`config.mk`:
```
export PLATFORM = sky130hd
export DESIGN_NAME = riscv_v_vsetvl_unit_flat
export DESIGN_NICKNAME = d
export VERILOG_FILES = /design/src/rtl/riscv_v_vsetvl_unit_if.sv /design/src/rtl/riscv_v_vsetvl_unit.sv /design/src/flat_wrapper.sv
export SDC_FILE = /design/constraint.sdc
export NUM_CORES = 1
export LEC_CHECK = 0
export BUFFER_PORTS_ARGS = -buffer_cell sky130_fd_sc_hd__buf_2
export CAP_MARGIN = 20
export CORE_ASPECT_RATIO = 1.75
export CORE_UTILIZATION = 30
export DETAILED_ROUTE_END_ITERATION = 6
export MAX_ROUTING_LAYER = met4
export PLACE_DENSITY = 0.57
export SLEW_MARGIN = 20
export SYNTH_ARGS = -nofsm -noshare
export SYNTH_HDL_FRONTEND = slang
export SYNTH_SLANG_ARGS = --single-unit
```
`constraint.sdc`:
```
create_clock -name clk -period 6.7 [get_ports clk]
set_input_delay 0.335 -clock clk [delete_from_list [all_inputs] [get_ports clk]]
set_output_delay 0.335 -clock clk [all_outputs]
set_load 0.02 [all_outputs]
```
`src/rtl/riscv_v_vsetvl_unit_if.sv`:
```
// Issue/CSR/writeback bundle for the vsetvl unit.
// The master side is the issue stage plus the CSR block and writeback. The slave side is the unit.
interface riscv_v_vsetvl_unit_if #(
  parameter int XLEN = 32,
  parameter int VL_W = 5
);
  logic            req_valid;
  logic            req_ready;
  logic [1:0]      req_op;
  logic [XLEN-1:0] req_rs1_val;
  logic            req_rs1_is_x0;
  logic            req_rd_is_x0;
  logic [4:0]      req_uimm;
  logic [10:0]     req_zimm;
  logic [XLEN-1:0] req_rs2_val;
  logic [VL_W-1:0] cur_vl_in;
  logic [XLEN-1:0] vtype_data_out;
  logic            vtype_wr_en;
  logic [VL_W-1:0] vl_data_out;
  logic            vl_wr_en;
  logic [XLEN-1:0] vstart_data_out;
  logic            vstart_wr_en;
  logic            resp_valid;
  logic            resp_ready;
  logic [XLEN-1:0] resp_rd_val;
  logic            resp_rd_wr_en;
  logic            busy;

  modport master (
    output req_valid, req_op, req_rs1_val, req_rs1_is_x0, req_rd_is_x0,
           req_uimm, req_zimm, req_rs2_val, cur_vl_in, resp_ready,
    input  req_ready, vtype_data_out, vtype_wr_en, vl_data_out, vl_wr_en,
           vstart_data_out, vstart_wr_en, resp_valid, resp_rd_val,
           resp_rd_wr_en, busy
  );

  modport slave (
    input  req_valid, req_op, req_rs1_val, req_rs1_is_x0, req_rd_is_x0,
           req_uimm, req_zimm, req_rs2_val, cur_vl_in, resp_ready,
    output req_ready, vtype_data_out, vtype_wr_en, vl_data_out, vl_wr_en,
           vstart_data_out, vstart_wr_en, resp_valid, resp_rd_val,
           resp_rd_wr_en, busy
  );
endinterface

```
`src/rtl/riscv_v_vsetvl_unit.sv`:
```
// vsetvli / vsetivli / vsetvl execution.
// The FSM moves through IDLE -> CALC -> COMMIT -> RESP. It sends one CSR write pulse and then holds the rd result.
module riscv_v_vsetvl_unit #(
  parameter int XLEN = 32,
  parameter int VLEN = 128,
  parameter int ELEN = 32,
  parameter int VL_W = $clog2(VLEN/8) + 1
) (
  input  logic                  clk,
  input  logic                  rst_n,
  riscv_v_vsetvl_unit_if.slave  bus
);
  typedef enum logic [1:0] {IDLE, CALC, COMMIT, RESP} state_e;

  state_e          state_q, state_d;
  logic [1:0]      op_q, op_d;
  logic [XLEN-1:0] rs1_q, rs1_d;
  logic            rs1_x0_q, rs1_x0_d;
  logic            rd_x0_q, rd_x0_d;
  logic [4:0]      uimm_q, uimm_d;
  logic [10:0]     zimm_q, zimm_d;
  logic [XLEN-1:0] rs2_q, rs2_d;
  logic [XLEN-1:0] vtype_q, vtype_d;
  logic [VL_W-1:0] vl_q, vl_d;

  logic [XLEN-1:0] src, vlmax, avl, vl_full, cur_vl_ext;
  logic [2:0]      vsew, vlmul;
  logic            vill;

  // vtype legality, VLMAX and AVL selection from the latched request
  always_comb begin
    src        = (op_q == 2'd2) ? rs2_q : {{(XLEN-11){1'b0}}, zimm_q};
    vsew       = src[5:3];
    vlmul      = src[2:0];
    vlmax      = XLEN'(VLEN >> (3 + int'(vsew)));
    cur_vl_ext = {{(XLEN-VL_W){1'b0}}, bus.cur_vl_in};
    vill       = (|src[XLEN-2:8]) || (vsew > 3'd3) || ((32'd8 << vsew) > ELEN)
                 || (vlmul != 3'd0) || (op_q == 2'd3);
    if (op_q == 2'd1)   avl = {{(XLEN-5){1'b0}}, uimm_q};
    else if (!rs1_x0_q) avl = rs1_q;
    else if (!rd_x0_q)  avl = '1;
    else begin
      // Keep the current vl. It is illegal if the new SEW cannot hold it.
      avl = cur_vl_ext;
      if (cur_vl_ext > vlmax) vill = 1'b1;
    end
    vl_full = (avl < vlmax) ? avl : vlmax;
  end

  // Next-state logic and request/result latching
  always_comb begin
    state_d  = state_q;
    op_d     = op_q;
    rs1_d    = rs1_q;
    rs1_x0_d = rs1_x0_q;
    rd_x0_d  = rd_x0_q;
    uimm_d   = uimm_q;
    zimm_d   = zimm_q;
    rs2_d    = rs2_q;
    vtype_d  = vtype_q;
    vl_d     = vl_q;
    case (state_q)
      IDLE: if (bus.req_valid) begin
        op_d     = bus.req_op;
        rs1_d    = bus.req_rs1_val;
        rs1_x0_d = bus.req_rs1_is_x0;
        rd_x0_d  = bus.req_rd_is_x0;
        uimm_d   = bus.req_uimm;
        zimm_d   = bus.req_zimm;
        rs2_d    = bus.req_rs2_val;
        state_d  = CALC;
      end
      CALC: begin
        vtype_d = vill ? {1'b1, {(XLEN-1){1'b0}}} : src;
        vl_d    = vill ? '0 : vl_full[VL_W-1:0];
        state_d = COMMIT;
      end
      COMMIT: state_d = RESP;
      RESP:   if (bus.resp_ready) state_d = IDLE;
      default: state_d = IDLE;
    endcase
  end

  // State and datapath registers with synchronous reset
  always_ff @(posedge clk) begin
    if (!rst_n) begin
      state_q  <= IDLE;
      op_q     <= '0;
      rs1_q    <= '0;
      rs1_x0_q <= 1'b0;
      rd_x0_q  <= 1'b0;
      uimm_q   <= '0;
      zimm_q   <= '0;
      rs2_q    <= '0;
      vtype_q  <= '0;
      vl_q     <= '0;
    end else begin
      state_q  <= state_d;
      op_q     <= op_d;
      rs1_q    <= rs1_d;
      rs1_x0_q <= rs1_x0_d;
      rd_x0_q  <= rd_x0_d;
      uimm_q   <= uimm_d;
      zimm_q   <= zimm_d;
      rs2_q    <= rs2_d;
      vtype_q  <= vtype_d;
      vl_q     <= vl_d;
    end
  end

  assign bus.req_ready       = (state_q == IDLE);
  assign bus.busy            = (state_q != IDLE);
  assign bus.vtype_data_out  = vtype_q;
  assign bus.vl_data_out     = vl_q;
  assign bus.vstart_data_out = '0;
  assign bus.vtype_wr_en     = (state_q == COMMIT);
  assign bus.vl_wr_en        = (state_q == COMMIT);
  assign bus.vstart_wr_en    = (state_q == COMMIT);
  assign bus.resp_valid      = (state_q == RESP);
  assign bus.resp_rd_val     = {{(XLEN-VL_W){1'b0}}, vl_q};
  assign bus.resp_rd_wr_en   = (state_q == RESP) && !rd_x0_q;
endmodule

```
`src/flat_wrapper.sv`:
```
// flat-port wrapper written by rule: the top's interface ports become plain ports
module riscv_v_vsetvl_unit_flat 
#(
  parameter int XLEN = 32,
  parameter int VLEN = 128,
  parameter int ELEN = 32,
  parameter int VL_W = $clog2(VLEN/8) + 1
)
  (clk, rst_n, bus_req_valid, bus_req_op, bus_req_rs1_val, bus_req_rs1_is_x0, bus_req_rd_is_x0, bus_req_uimm, bus_req_zimm, bus_req_rs2_val, bus_cur_vl_in, bus_resp_ready, bus_req_ready, bus_vtype_data_out, bus_vtype_wr_en, bus_vl_data_out, bus_vl_wr_en, bus_vstart_data_out, bus_vstart_wr_en, bus_resp_valid, bus_resp_rd_val, bus_resp_rd_wr_en, bus_busy);
  riscv_v_vsetvl_unit_if #(.XLEN(XLEN), .VL_W(VL_W)) bus_i ();
  input  logic clk;
  input  logic rst_n;
  input wire logic [$bits(bus_i.req_valid)-1:0] bus_req_valid;
  input wire logic [$bits(bus_i.req_op)-1:0] bus_req_op;
  input wire logic [$bits(bus_i.req_rs1_val)-1:0] bus_req_rs1_val;
  input wire logic [$bits(bus_i.req_rs1_is_x0)-1:0] bus_req_rs1_is_x0;
  input wire logic [$bits(bus_i.req_rd_is_x0)-1:0] bus_req_rd_is_x0;
  input wire logic [$bits(bus_i.req_uimm)-1:0] bus_req_uimm;
  input wire logic [$bits(bus_i.req_zimm)-1:0] bus_req_zimm;
  input wire logic [$bits(bus_i.req_rs2_val)-1:0] bus_req_rs2_val;
  input wire logic [$bits(bus_i.cur_vl_in)-1:0] bus_cur_vl_in;
  input wire logic [$bits(bus_i.resp_ready)-1:0] bus_resp_ready;
  output wire logic [$bits(bus_i.req_ready)-1:0] bus_req_ready;
  output wire logic [$bits(bus_i.vtype_data_out)-1:0] bus_vtype_data_out;
  output wire logic [$bits(bus_i.vtype_wr_en)-1:0] bus_vtype_wr_en;
  output wire logic [$bits(bus_i.vl_data_out)-1:0] bus_vl_data_out;
  output wire logic [$bits(bus_i.vl_wr_en)-1:0] bus_vl_wr_en;
  output wire logic [$bits(bus_i.vstart_data_out)-1:0] bus_vstart_data_out;
  output wire logic [$bits(bus_i.vstart_wr_en)-1:0] bus_vstart_wr_en;
  output wire logic [$bits(bus_i.resp_valid)-1:0] bus_resp_valid;
  output wire logic [$bits(bus_i.resp_rd_val)-1:0] bus_resp_rd_val;
  output wire logic [$bits(bus_i.resp_rd_wr_en)-1:0] bus_resp_rd_wr_en;
  output wire logic [$bits(bus_i.busy)-1:0] bus_busy;
  assign bus_i.req_valid = bus_req_valid;
  assign bus_i.req_op = bus_req_op;
  assign bus_i.req_rs1_val = bus_req_rs1_val;
  assign bus_i.req_rs1_is_x0 = bus_req_rs1_is_x0;
  assign bus_i.req_rd_is_x0 = bus_req_rd_is_x0;
  assign bus_i.req_uimm = bus_req_uimm;
  assign bus_i.req_zimm = bus_req_zimm;
  assign bus_i.req_rs2_val = bus_req_rs2_val;
  assign bus_i.cur_vl_in = bus_cur_vl_in;
  assign bus_i.resp_ready = bus_resp_ready;
  assign bus_req_ready = bus_i.req_ready;
  assign bus_vtype_data_out = bus_i.vtype_data_out;
  assign bus_vtype_wr_en = bus_i.vtype_wr_en;
  assign bus_vl_data_out = bus_i.vl_data_out;
  assign bus_vl_wr_en = bus_i.vl_wr_en;
  assign bus_vstart_data_out = bus_i.vstart_data_out;
  assign bus_vstart_wr_en = bus_i.vstart_wr_en;
  assign bus_resp_valid = bus_i.resp_valid;
  assign bus_resp_rd_val = bus_i.resp_rd_val;
  assign bus_resp_rd_wr_en = bus_i.resp_rd_wr_en;
  assign bus_busy = bus_i.busy;
  riscv_v_vsetvl_unit #(.XLEN(XLEN), .VLEN(VLEN), .ELEN(ELEN), .VL_W(VL_W)) u_core (.clk(clk), .rst_n(rst_n), .bus(bus_i));
endmodule
```
==> results.toml, run 1 <==
[sta]
final_setup_violation_count = 0
report.final.slew_viol_count = 0
hold_viol = 0
finClkSkew_ns = 0.007101
timing.final.ws_setup_ns = 3.475
finalWorstPathRequiredPeriod_ns = 3.225
grt_setup_unrepaired = "false"
worst-slew-pin-transition_ns = 0.8755
achievable-frequency_mhz = 310.1
fin_tns_setup_ns = 0
fin_crit_sh_pct = 48.13
slew_headroom_pct = 41.63

[cts]
clock-sinks = 123
cts.path.max_buffers = 2
clk_pin_slew_worst_paths_ns = 0.06
post-cts-setup-buffers = 0
clock_latency_ns = 0.40
ctsRootBufferMaster = "sky130_fd_sc_hd__clkbuf_16"
post_cts_resize_count = 0
numCtsBuffers = 17
cts.htree.levels = 4
number_of_hold_buffers_added_after_cts = 0
tritoncts_clock_tree = "yes"

[layout]
mostFrequentLayoutCells = "sky130_fd_sc_hd__nand2_1 (184), sky130_fd_sc_hd__buf_2 (141), sky130_fd_sc_hd__dfxtp_1 (123)"
mostFrequentLayoutCell = "sky130_fd_sc_hd__nand2_1"
antenna_cells = 0
area_growth_pct = 21.29
design.final.nets = 878
drive_gt1_share_pct = 23.51

[yosys]
syn-mean-instance-area_sq_um = 8.435
netlist.top_cell.by_area = "sky130_fd_sc_hd__dfxtp_1"
dominantRegCellSynth = "sky130_fd_sc_hd__dfxtp_1"
synthesis.instances = 653
ys_types = 48
ys_ff_latch = 123
synth_area_sq_mm = 0.005508
synthesis.yosys.warnings = 0
seq_area_frac_synth_pct = 44.71
async_reset_ff_share_pct = 0
synth_top_cells_by_area = "sky130_fd_sc_hd__dfxtp_1 (45%), sky130_fd_sc_hd__nand2_1 (13%), sky130_fd_sc_hd__a21boi_0 (11%)"
synth-edff-count = 0
synthDominantCellAreaShare_pct = 44.71

[floorplan]
die_height_um = 181.2
floorplan.io_pins = 201
core-area_sq_mm = 0.01797
die_area_sq_mm = 0.01893
site_row_count = 65
floorplan.die.width_um = 104.4
initial_core_util_pct = 30.64

[routing]
via_count = 4374
detailedRoute.firstPassIterationCount = 4
drt-total-wl_mm = 13.59
vias_per_cell = 4.284
route.detailed.drc = 0
number_of_violations_reported_at_the_end_of_detailed_routing_iteration_0 = 119
route.detailed.wl_per_inst_um = 13.31
ant_nets = 0

[worst_setup_path]
critPathCaptureType = "flop"
critPathLaunchType = "flop"
critPathKind = "flop to flop"
critPathArrivalTime_ns = 3.51
worst_ep_required_time_ns = 6.98
crit_fanout = 11

[pwr]
power_leakage_uw = 0.002932
power_per_cell_area_mw_per_mm2 = 366.2
ir_drop_mv = 0.1815

[grt]
number_of_global_route_vias_before_repair = 4271
grt_max_degree = 90
gr-usage-all-layers_pct = 15.11
grt_pass1_wl_mm = 21.61
grt_antenna_before_repair = 0
overflow = 0

[flow_run]
timing.max_cap.violations = 0

[place]
dp_hpwl_mm = 9.795
port_buffers = 141
place_worst_setup_slack_ns = 3.453
routabilityCongestion = 0.8449

[hold_path]
worstHoldPathType = "primary input to flop"

[run_status]
outcome = "completed"
-- cells by family after synthesis --
group | after synthesis | synth area share, %
xor+xnor | 1 | 0.1590
compound gates | 127 | 16.70
other cells | 1 | 0.06809
mux | 12 | 2.272
buf+inv | 112 | 12.27
fa+ha+maj | 11 | 2.499
flops | 123 | 44.71
simple gates | 266 | 21.33
-- registers in the layout, indices dropped and copies added (netlist names) --
signal,cells
u_core.bus.vtype_data_out,32
u_core.rs1_q,32
u_core.rs2_q,32
u_core.zimm_q,11
u_core.bus.vl_data_out,5
u_core.uimm_q,5
u_core.op_q,2
u_core.state_q,2
u_core.rd_x0_q,1
u_core.rs1_x0_q,1
-- synth_stat cells (9+ instances only) --
cell type / count
sky130_fd_sc_hd__mux2i_1: 11
sky130_fd_sc_hd__nor2_1: 14
sky130_fd_sc_hd__a21boi_0: 84
sky130_fd_sc_hd__nor4_1: 11
sky130_fd_sc_hd__buf_4: 66
sky130_fd_sc_hd__ha_1: 11
sky130_fd_sc_hd__clkbuf_1: 28
sky130_fd_sc_hd__and2_1: 27
sky130_fd_sc_hd__o21ai_1: 9
sky130_fd_sc_hd__nand2_1: 185
sky130_fd_sc_hd__inv_1: 12
sky130_fd_sc_hd__dfxtp_1: 123
-- final cells by class --
class	count	area (sq um)
multi-input combinational	476	2605
timing repair buffer	144	728.2
sequential	123	2462
clock inverter	13	93.84
inverter	12	45.04
clock buffer	19	452.9
fill	1927	11290
tap	234	292.8
-- worst paths after layout --
kind,startpoint,slack [ns],depth (start not counted),end
min reg2reg,u_core.bus.vtype_data_out[3]$_SDFFE_PN0N_,0.45,2,u_core.bus.vtype_data_out[3]$_SDFFE_PN0N_
max reg2reg,u_core.op_q[1]$_SDFFE_PN0P_,3.48,12,u_core.bus.vl_data_out[1]$_SDFFE_PN0N_
max,u_core.op_q[1]$_SDFFE_PN0P_,3.48,12,u_core.bus.vl_data_out[1]$_SDFFE_PN0N_
min,bus_req_rs1_is_x0,0.18,3,u_core.rs1_x0_q$_SDFFE_PN0P_
-- worst max-delay path, stage by stage, from the launching register on --
cell and delay (ns):
sky130_fd_sc_hd__dfxtp_1 0.41, sky130_fd_sc_hd__nor2b_2 0.53, sky130_fd_sc_hd__mux2_4 0.38, sky130_fd_sc_hd__nor2_1 0.13
sky130_fd_sc_hd__inv_1 0.09, sky130_fd_sc_hd__ha_1 0.23, sky130_fd_sc_hd__nor4_1 0.19, sky130_fd_sc_hd__nand4_1 0.13
sky130_fd_sc_hd__o22a_1 0.26, sky130_fd_sc_hd__a21o_1 0.19, sky130_fd_sc_hd__a31oi_4 0.25, sky130_fd_sc_hd__mux2i_1 0.24
sky130_fd_sc_hd__o21ai_1 0.08
-- per-layer routing --
layer	vias up	part of all wire, %	global-route usage (%)
met3	17	3.5	3.030
met5	-	0	-
met2	137	53	27.10
li1	2273	-	-
met4	0	2.2	6.571
met1	1947	42	15.83
-- per-stage QoR --
stage / instances / power [uW] / utilization (%) / hold slack, ns / instance area (sq um)
6_report: 1021 / 2446 / 37.17 / 0.1752 / 6680
5_1_grt: 1021 / 2611 / 37.17 / 0.1694 / 6680
4_1_cts: 1021 / 2494 / 37.17 / 0.1601 / 6680
3_5_place_dp: 989 / 1638 / 34.12 / 0.4408 / 6133
3_3_place_gp: 989 / 1625 / 34.10 / 0.4364 / 6128
2_1_floorplan: 711 / 1457 / - / 0.4379 / 5725
-- power by group --
group | total, uW | internal (uW) | switching (uW)
clock | 841 | 493 | 348
combinational | 683 | 235 | 448
sequential | 923 | 845 | 78.0
total | 2450 | 1570 | 874
Note: power is estimated with default switching activity, not from simulation.
==> run 2, diff against run 1 <==
PLACE_DENSITY = 0.59   (was 0.57)
clock period = 2.61 ns   (was 6.7 ns; I/O delays follow)
==> results.toml, run 2 (synthesized netlist as in run 1, its figures left out) <==
[hold_path]
holdCritStartpoint = "bus_req_rs1_val[3]"
worstHoldPathType = "primary input to flop"

[cts]
clock_latency_ns = 0.41
clk_pin_slew_worst_paths_ns = 0.05
cts.htree.levels = 4
cts.path.max_buffers = 2
tritoncts_clock_tree = "yes"
ctsRootBufferMaster = "sky130_fd_sc_hd__clkbuf_16"
numCtsBuffers = 17
clock-sinks = 123

[pwr]
power_leakage_uw = 0.003440
ir_drop_mv = 0.4183
power_per_cell_area_mw_per_mm2 = 868.6

[worst_setup_path]
critPathMaxStageDelay_ns = 0.34
crit_buf_inv = 1
critPathLaunchType = "flop"
critical_path.startpoint = "u_core.op_q[1]$_SDFFE_PN0P_"
cell_chain_of_the_critical_path = "nor2b_4, mux2_4, nor2_4, inv_2, ha_4, nor4_4, nand4_1, o22a_1, a21o_1, a31oi_4, mux2i_1, o21ai_1"
worst_ep_required_time_ns = 2.91
reg2reg_setup_slack_ns = -0.03
worst_setup_path_endpoint = "u_core.bus.vl_data_out[3]$_SDFFE_PN0N_"
r2r-start = "u_core.op_q[1]$_SDFFE_PN0P_"
critical_path.slowest_cell = "sky130_fd_sc_hd__mux2_4"
critical_path.top_delay_family = "compound AO/OA/AOI/OAI gates"
crit_fanout = 4
critPathArrivalTime_ns = 2.94
crit-reg2reg-capture = "u_core.bus.vl_data_out[3]$_SDFFE_PN0N_"
critPathCaptureType = "flop"
r2r.worst_path.cells = 12
number_of_stages_on_the_worst_setup_path = 12
critPathKind = "flop to flop"

[run_status]
violations = "negative setup slack"
outcome = "complete, but fails checks"

[grt]
grt_pass1_wl_mm = 23.77
number_of_global_route_vias_before_repair = 4949
grt_antenna_before_repair = 1
gr-usage-all-layers_pct = 16.64
overflow = 0
grt_max_degree = 85

[sta]
finalWorstPathRequiredPeriod_ns = 2.637
fin_crit_sh_pct = 101.0
slew_headroom_pct = 56.60
fin_tns_setup_ns = -0.06745
worst-slew-pin-transition_ns = 0.6455
final_setup_violation_count = 4
timing.final.ws_setup_ns = -0.02660
grt_setup_unrepaired = "true"
finClkSkew_ns = 0.01234
hold_viol = 0
report.final.slew_viol_count = 0
achievable-frequency_mhz = 379.3

[routing]
vias_per_cell = 4.365
ant_nets = 0
via_count = 4937
detailedRoute.firstPassIterationCount = 4
route.detailed.wl_per_inst_um = 13.12
number_of_violations_reported_at_the_end_of_detailed_routing_iteration_0 = 113
route.detailed.drc = 0
drt-total-wl_mm = 14.84

[floorplan]
site_row_count = 65
floorplan.io_pins = 201
die_area_sq_mm = 0.01893
core-area_sq_mm = 0.01797
initial_core_util_pct = 30.64
floorplan.die.width_um = 104.4
die_height_um = 181.2

[layout]
finalNonFillerCells = 1131
drive_gt1_share_pct = 24.78
design.final.nets = 988
ff_latch_area_sq_mm = 0.002465
mostFrequentLayoutCells = "sky130_fd_sc_hd__nand2_1 (184), sky130_fd_sc_hd__buf_2 (141), sky130_fd_sc_hd__dfxtp_1 (121)"
multi_input_comb_area_sq_mm = 0.002681
area_growth_pct = 42.53
mostFrequentLayoutCell = "sky130_fd_sc_hd__nand2_1"
fill_cells = 1812

[place]
routabilityCongestion = 0.8856
dp_hpwl_mm = 10.12
post-place-cells = 1012
port_buffers = 141

[flow_run]
timing.max_cap.violations = 0
run 2: changes by cell type in the layout (fill, tap and decap cells not counted), moves of 3 or more:
cell                            previous run  this run
sky130_fd_sc_hd__dlygate4sd3_1             0        82
sky130_fd_sc_hd__clkbuf_1                  0         4
sky130_fd_sc_hd__clkinv_4                  3         0
sky130_fd_sc_hd__buf_4                     3        27
run 2: worst min-delay path by stage:
stage,cells past startpoint,endpoint
2_1_floorplan,2,u_core.op_q[0]$_SDFFE_PN0P_
3_3_place_gp,3,u_core.rs1_q[31]$_SDFFE_PN0P_
3_5_place_dp,3,u_core.rs2_q[18]$_SDFFE_PN0P_
4_1_cts,3,u_core.rs2_q[4]$_SDFFE_PN0P_
5_1_grt,3,u_core.rs2_q[4]$_SDFFE_PN0P_
6_report,3,u_core.rs1_q[3]$_SDFFE_PN0P_
run 2: final cells by class:
cell class	count	share of cell area, %
multi-input combinational	476	34.16
timing repair buffer	254	22.82
clock buffer	24	6.136
sequential	123	31.40
clock inverter	7	1.148
antenna	1	0.03188
tap	234	3.730
inverter	12	0.5738
run 2: power breakdown:
group / switching, uW / internal, uW / total (uW)
sequential: 186 / 2170 / 2360
clock: 815 / 1470 / 2290
combinational: 1270 / 904 / 2180
total: 2270 / 4550 / 6820
run 2: worst reg2reg max path: stages, from the launching register on:
cell and delay [ns]:
sky130_fd_sc_hd__dfxtp_2 0.33, sky130_fd_sc_hd__nor2b_4 0.16, sky130_fd_sc_hd__mux2_4 0.34, sky130_fd_sc_hd__nor2_4 0.13
sky130_fd_sc_hd__inv_2 0.07, sky130_fd_sc_hd__ha_4 0.17, sky130_fd_sc_hd__nor4_4 0.25, sky130_fd_sc_hd__nand4_1 0.13
sky130_fd_sc_hd__o22a_1 0.25, sky130_fd_sc_hd__a21o_1 0.19, sky130_fd_sc_hd__a31oi_4 0.23, sky130_fd_sc_hd__mux2i_1 0.23
sky130_fd_sc_hd__o21ai_1 0.07
run 2: layer usage:
metal  share of wire [%]  global-route usage, %  wire length, um
met3                 3.7                  3.102              545
met4                 3.3                  9.200              490
met2                  54                  30.23             7947
met5                   0                      -                0
met1                  39                  16.47             5858
run 2: per-stage QoR:
| stage | total power (uW) | hold WS, ns | area (sq um) | util, % | worst slack (ns) |
|---|---|---|---|---|---|
| after floorplan | 3746 | 0.2679 | 5733 | - | 0.005080 |
| after global placement | 4370 | 0.3812 | 6334 | 35.24 | 0.01562 |
| after detailed placement | 4388 | 0.3877 | 6334 | 35.24 | -0.04560 |
| after CTS | 6821 | 0.003976 | 7736 | 43.04 | 0.003985 |
| after global routing | 7265 | 0.0005097 | 7850 | 43.68 | -0.1843 |
| final | 6819 | 0.02239 | 7850 | 43.68 | -0.02660 |
run 2: repair_timing:
item,CTS,global route
hold buffers,82,0
hold endpoints to repair,82,0
pin swaps,1,6
gates cloned,0,1
setup buffers,1,3
endpoints found under the setup margin,9,9
gates resized for setup,1,19
==> run 3, diff against run 2 <==
CORE_UTILIZATION = 40   (was 30)
GPL_TIMING_DRIVEN = 0   (was not set)
PLACE_DENSITY = 0.71   (was 0.59)
clock period = 3.21 ns   (was 2.61 ns; I/O delays follow)
==> results.toml, run 3 (synthesized netlist as in run 1, its figures left out) <==
[grt]
layer_carrying_the_most_global_route_usage = "met2"
overflow = 0
number_of_global_route_vias_before_repair = 4573
grt_antenna_before_repair = 1
globalRouteMet2Util_pct = 35.46
grt_use_met1_pct = 19.97
grt_use_met3_pct = 4.493
grt_pass1_wl_mm = 21.42
grt_max_degree = 17
gr-usage-all-layers_pct = 19.78

[sta]
grt_setup_unrepaired = "false"
fin_crit_sh_pct = 94.17
hold_viol = 0
timing.final.ws_setup_ns = 0.1870
report.final.slew_viol_count = 0
achievable-frequency_mhz = 330.8
finalWorstPathRequiredPeriod_ns = 3.023
fin_tns_setup_ns = 0
slew_headroom_pct = 56.91
final_setup_violation_count = 0
finClkSkew_ns = 0.008297
worst-slew-pin-transition_ns = 0.6409

[layout]
layout.cell_area.non_filler_sq_mm = 0.007575
finish.utilization_pct = 56.31
area_growth_pct = 37.53
mostFrequentLayoutCells = "sky130_fd_sc_hd__nand2_1 (185), sky130_fd_sc_hd__buf_2 (141), sky130_fd_sc_hd__dfxtp_1 (121)"
mostFrequentLayoutCell = "sky130_fd_sc_hd__nand2_1"
drive_gt1_share_pct = 27.41
design.final.nets = 1004

[worst_setup_path]
critPathArrivalTime_ns = 3.31
cell_chain_of_the_critical_path = "nor2b_2, buf_6, mux2_4, nor2_2, inv_1, ha_1, nor4_2, nand4_1, o22a_1, a21o_1, a31oi_4, mux2i_1, o21ai_1"
r2r-start = "u_core.op_q[1]$_SDFFE_PN0P_"
worst_ep_required_time_ns = 3.49
crit_fanout = 10
critPathKind = "flop to flop"
reg2reg_setup_slack_ns = 0.19
critical_path.top_delay_family = "compound AO/OA/AOI/OAI gates"
critPathCaptureType = "flop"
critical_path.slowest_cell = "sky130_fd_sc_hd__dfxtp_2"
crit_buf_inv = 2
critical_path.startpoint = "u_core.op_q[1]$_SDFFE_PN0P_"
critPathLaunchType = "flop"
critPathMaxStageDelay_ns = 0.38

[pwr]
power.share.switching_pct = 32.60
internal_power_uw = 3684
ir_drop_mv = 0.3825
clock_network_power_share_pct = 36.0
finalPower_uw = 5466
power.share.sequential_pct = 35.1
power_per_cell_area_mw_per_mm2 = 721.6
switchingPower_uw = 1782
p_comb_share_pct = 28.9
power_leakage_uw = 0.003481

[place]
place_worst_setup_slack_ns = 0.02908
port_buffers = 141
dp_hpwl_mm = 10.15
routabilityCongestion = 0.8411
detailed_place.area_sq_mm = 0.006649

[routing]
number_of_violations_reported_at_the_end_of_detailed_routing_iteration_0 = 165
via_count = 4877
route.detailed.wl_per_inst_um = 12.34
route.detailed.drc = 0
ant_nets = 0
drt-total-wl_mm = 13.42
vias_per_cell = 4.487
detailedRoute.firstPassIterationCount = 5

[floorplan]
site_row_count = 56
core-area_sq_mm = 0.01345
die_area_sq_mm = 0.01426
floorplan.io_pins = 201
initial_core_util_pct = 40.94
floorplan.die.width_um = 90.71
die_height_um = 157.2

[cts]
numCtsBuffers = 17
cts.path.max_buffers = 2
cts.htree.levels = 4
clk_pin_slew_worst_paths_ns = 0.05
ctsRootBufferMaster = "sky130_fd_sc_hd__clkbuf_16"
tritoncts_clock_tree = "yes"
post-cts-setup-buffers = 0
clock_latency_ns = 0.40
clock-sinks = 123

[run_status]
outcome = "completed"

[hold_path]
worstHoldPathType = "primary input to flop"
holdCritStartpoint = "bus_req_op[0]"

[flow_run]
timing.max_cap.violations = 0
run 3: cell types whose count changed in the layout (fill, tap and decap cells not counted), moves of 2 or more:
cell | previous run | this run
sky130_fd_sc_hd__buf_1 | 0 | 5
sky130_fd_sc_hd__buf_12 | 2 | 0
sky130_fd_sc_hd__buf_4 | 27 | 66
sky130_fd_sc_hd__bufinv_16 | 2 | 4
sky130_fd_sc_hd__clkbuf_1 | 4 | 28
sky130_fd_sc_hd__clkbuf_8 | 3 | 1
sky130_fd_sc_hd__clkinv_4 | 0 | 2
sky130_fd_sc_hd__dlygate4sd3_1 | 82 | 29
sky130_fd_sc_hd__nor2_4 | 2 | 0
sky130_fd_sc_hd__o221ai_1 | 0 | 2
sky130_fd_sc_hd__o221ai_2 | 2 | 0
run 3: path summary, 6_finish.rpt:
kind                                                to  cells past startpoint
min reg2reg  u_core.bus.vtype_data_out[7]$_SDFFE_PN0N_                      2
max             u_core.bus.vl_data_out[4]$_SDFFE_PN0N_                     13
max reg2reg     u_core.bus.vl_data_out[4]$_SDFFE_PN0N_                     13
min                        u_core.op_q[0]$_SDFFE_PN0P_                      3
run 3: per-stage QoR:
stage	instances	hold WS, ns
3_5_place_dp	1026	0.4187
6_report	1087	0.002177
4_1_cts	1086	0.0004878
5_1_grt	1087	0.0005322
2_1_floorplan	711	0.3054
3_3_place_gp	1026	0.4123
run 3: metal layers:
layer / wire length [um] / part of all wire (%)
met5: 0 / 0
met4: 412 / 3.1
met3: 640 / 4.8
met2: 7023 / 52
met1: 5342 / 40
run 3: cell type report:
class | count | area, sq um
flip-flops and latches | 123 | 2465
inverters | 12 | 45.04
multi-input cells | 476 | 2601
clock inverters | 12 | 172.7
plain buffers | 100 | 631.9
repair buffers | 170 | 996.0
diodes | 1 | 2.502
well taps | 174 | 217.7
fillers | 1271 | 5878
clock buffers | 19 | 442.9
run 3: worst min-delay path, stage by stage:
cell                       delay (ns)
sky130_fd_sc_hd__buf_2           0.09
sky130_fd_sc_hd__nand2_1         0.04
sky130_fd_sc_hd__a21boi_0        0.06
run 3: what timing repair did:
action	4_1_cts	5_1_grt
setup endpoints to repair	0	9
hold buffers	29	0
endpoints found under the hold margin	29	0
resized for setup	0	7
run 3: power by group through the flow:
| stage | clock, uW | combinational [uW] | sequential (uW) |
|---|---|---|---|
| detailed placement | 0 | 1560 | 1950 |
| global placement | 0 | 1540 | 1940 |
| CTS | 2010 | 1590 | 1910 |
| global route | 2080 | 1770 | 1950 |
| floorplan | 0 | 1120 | 1920 |
| finish | 1970 | 1580 | 1920 |
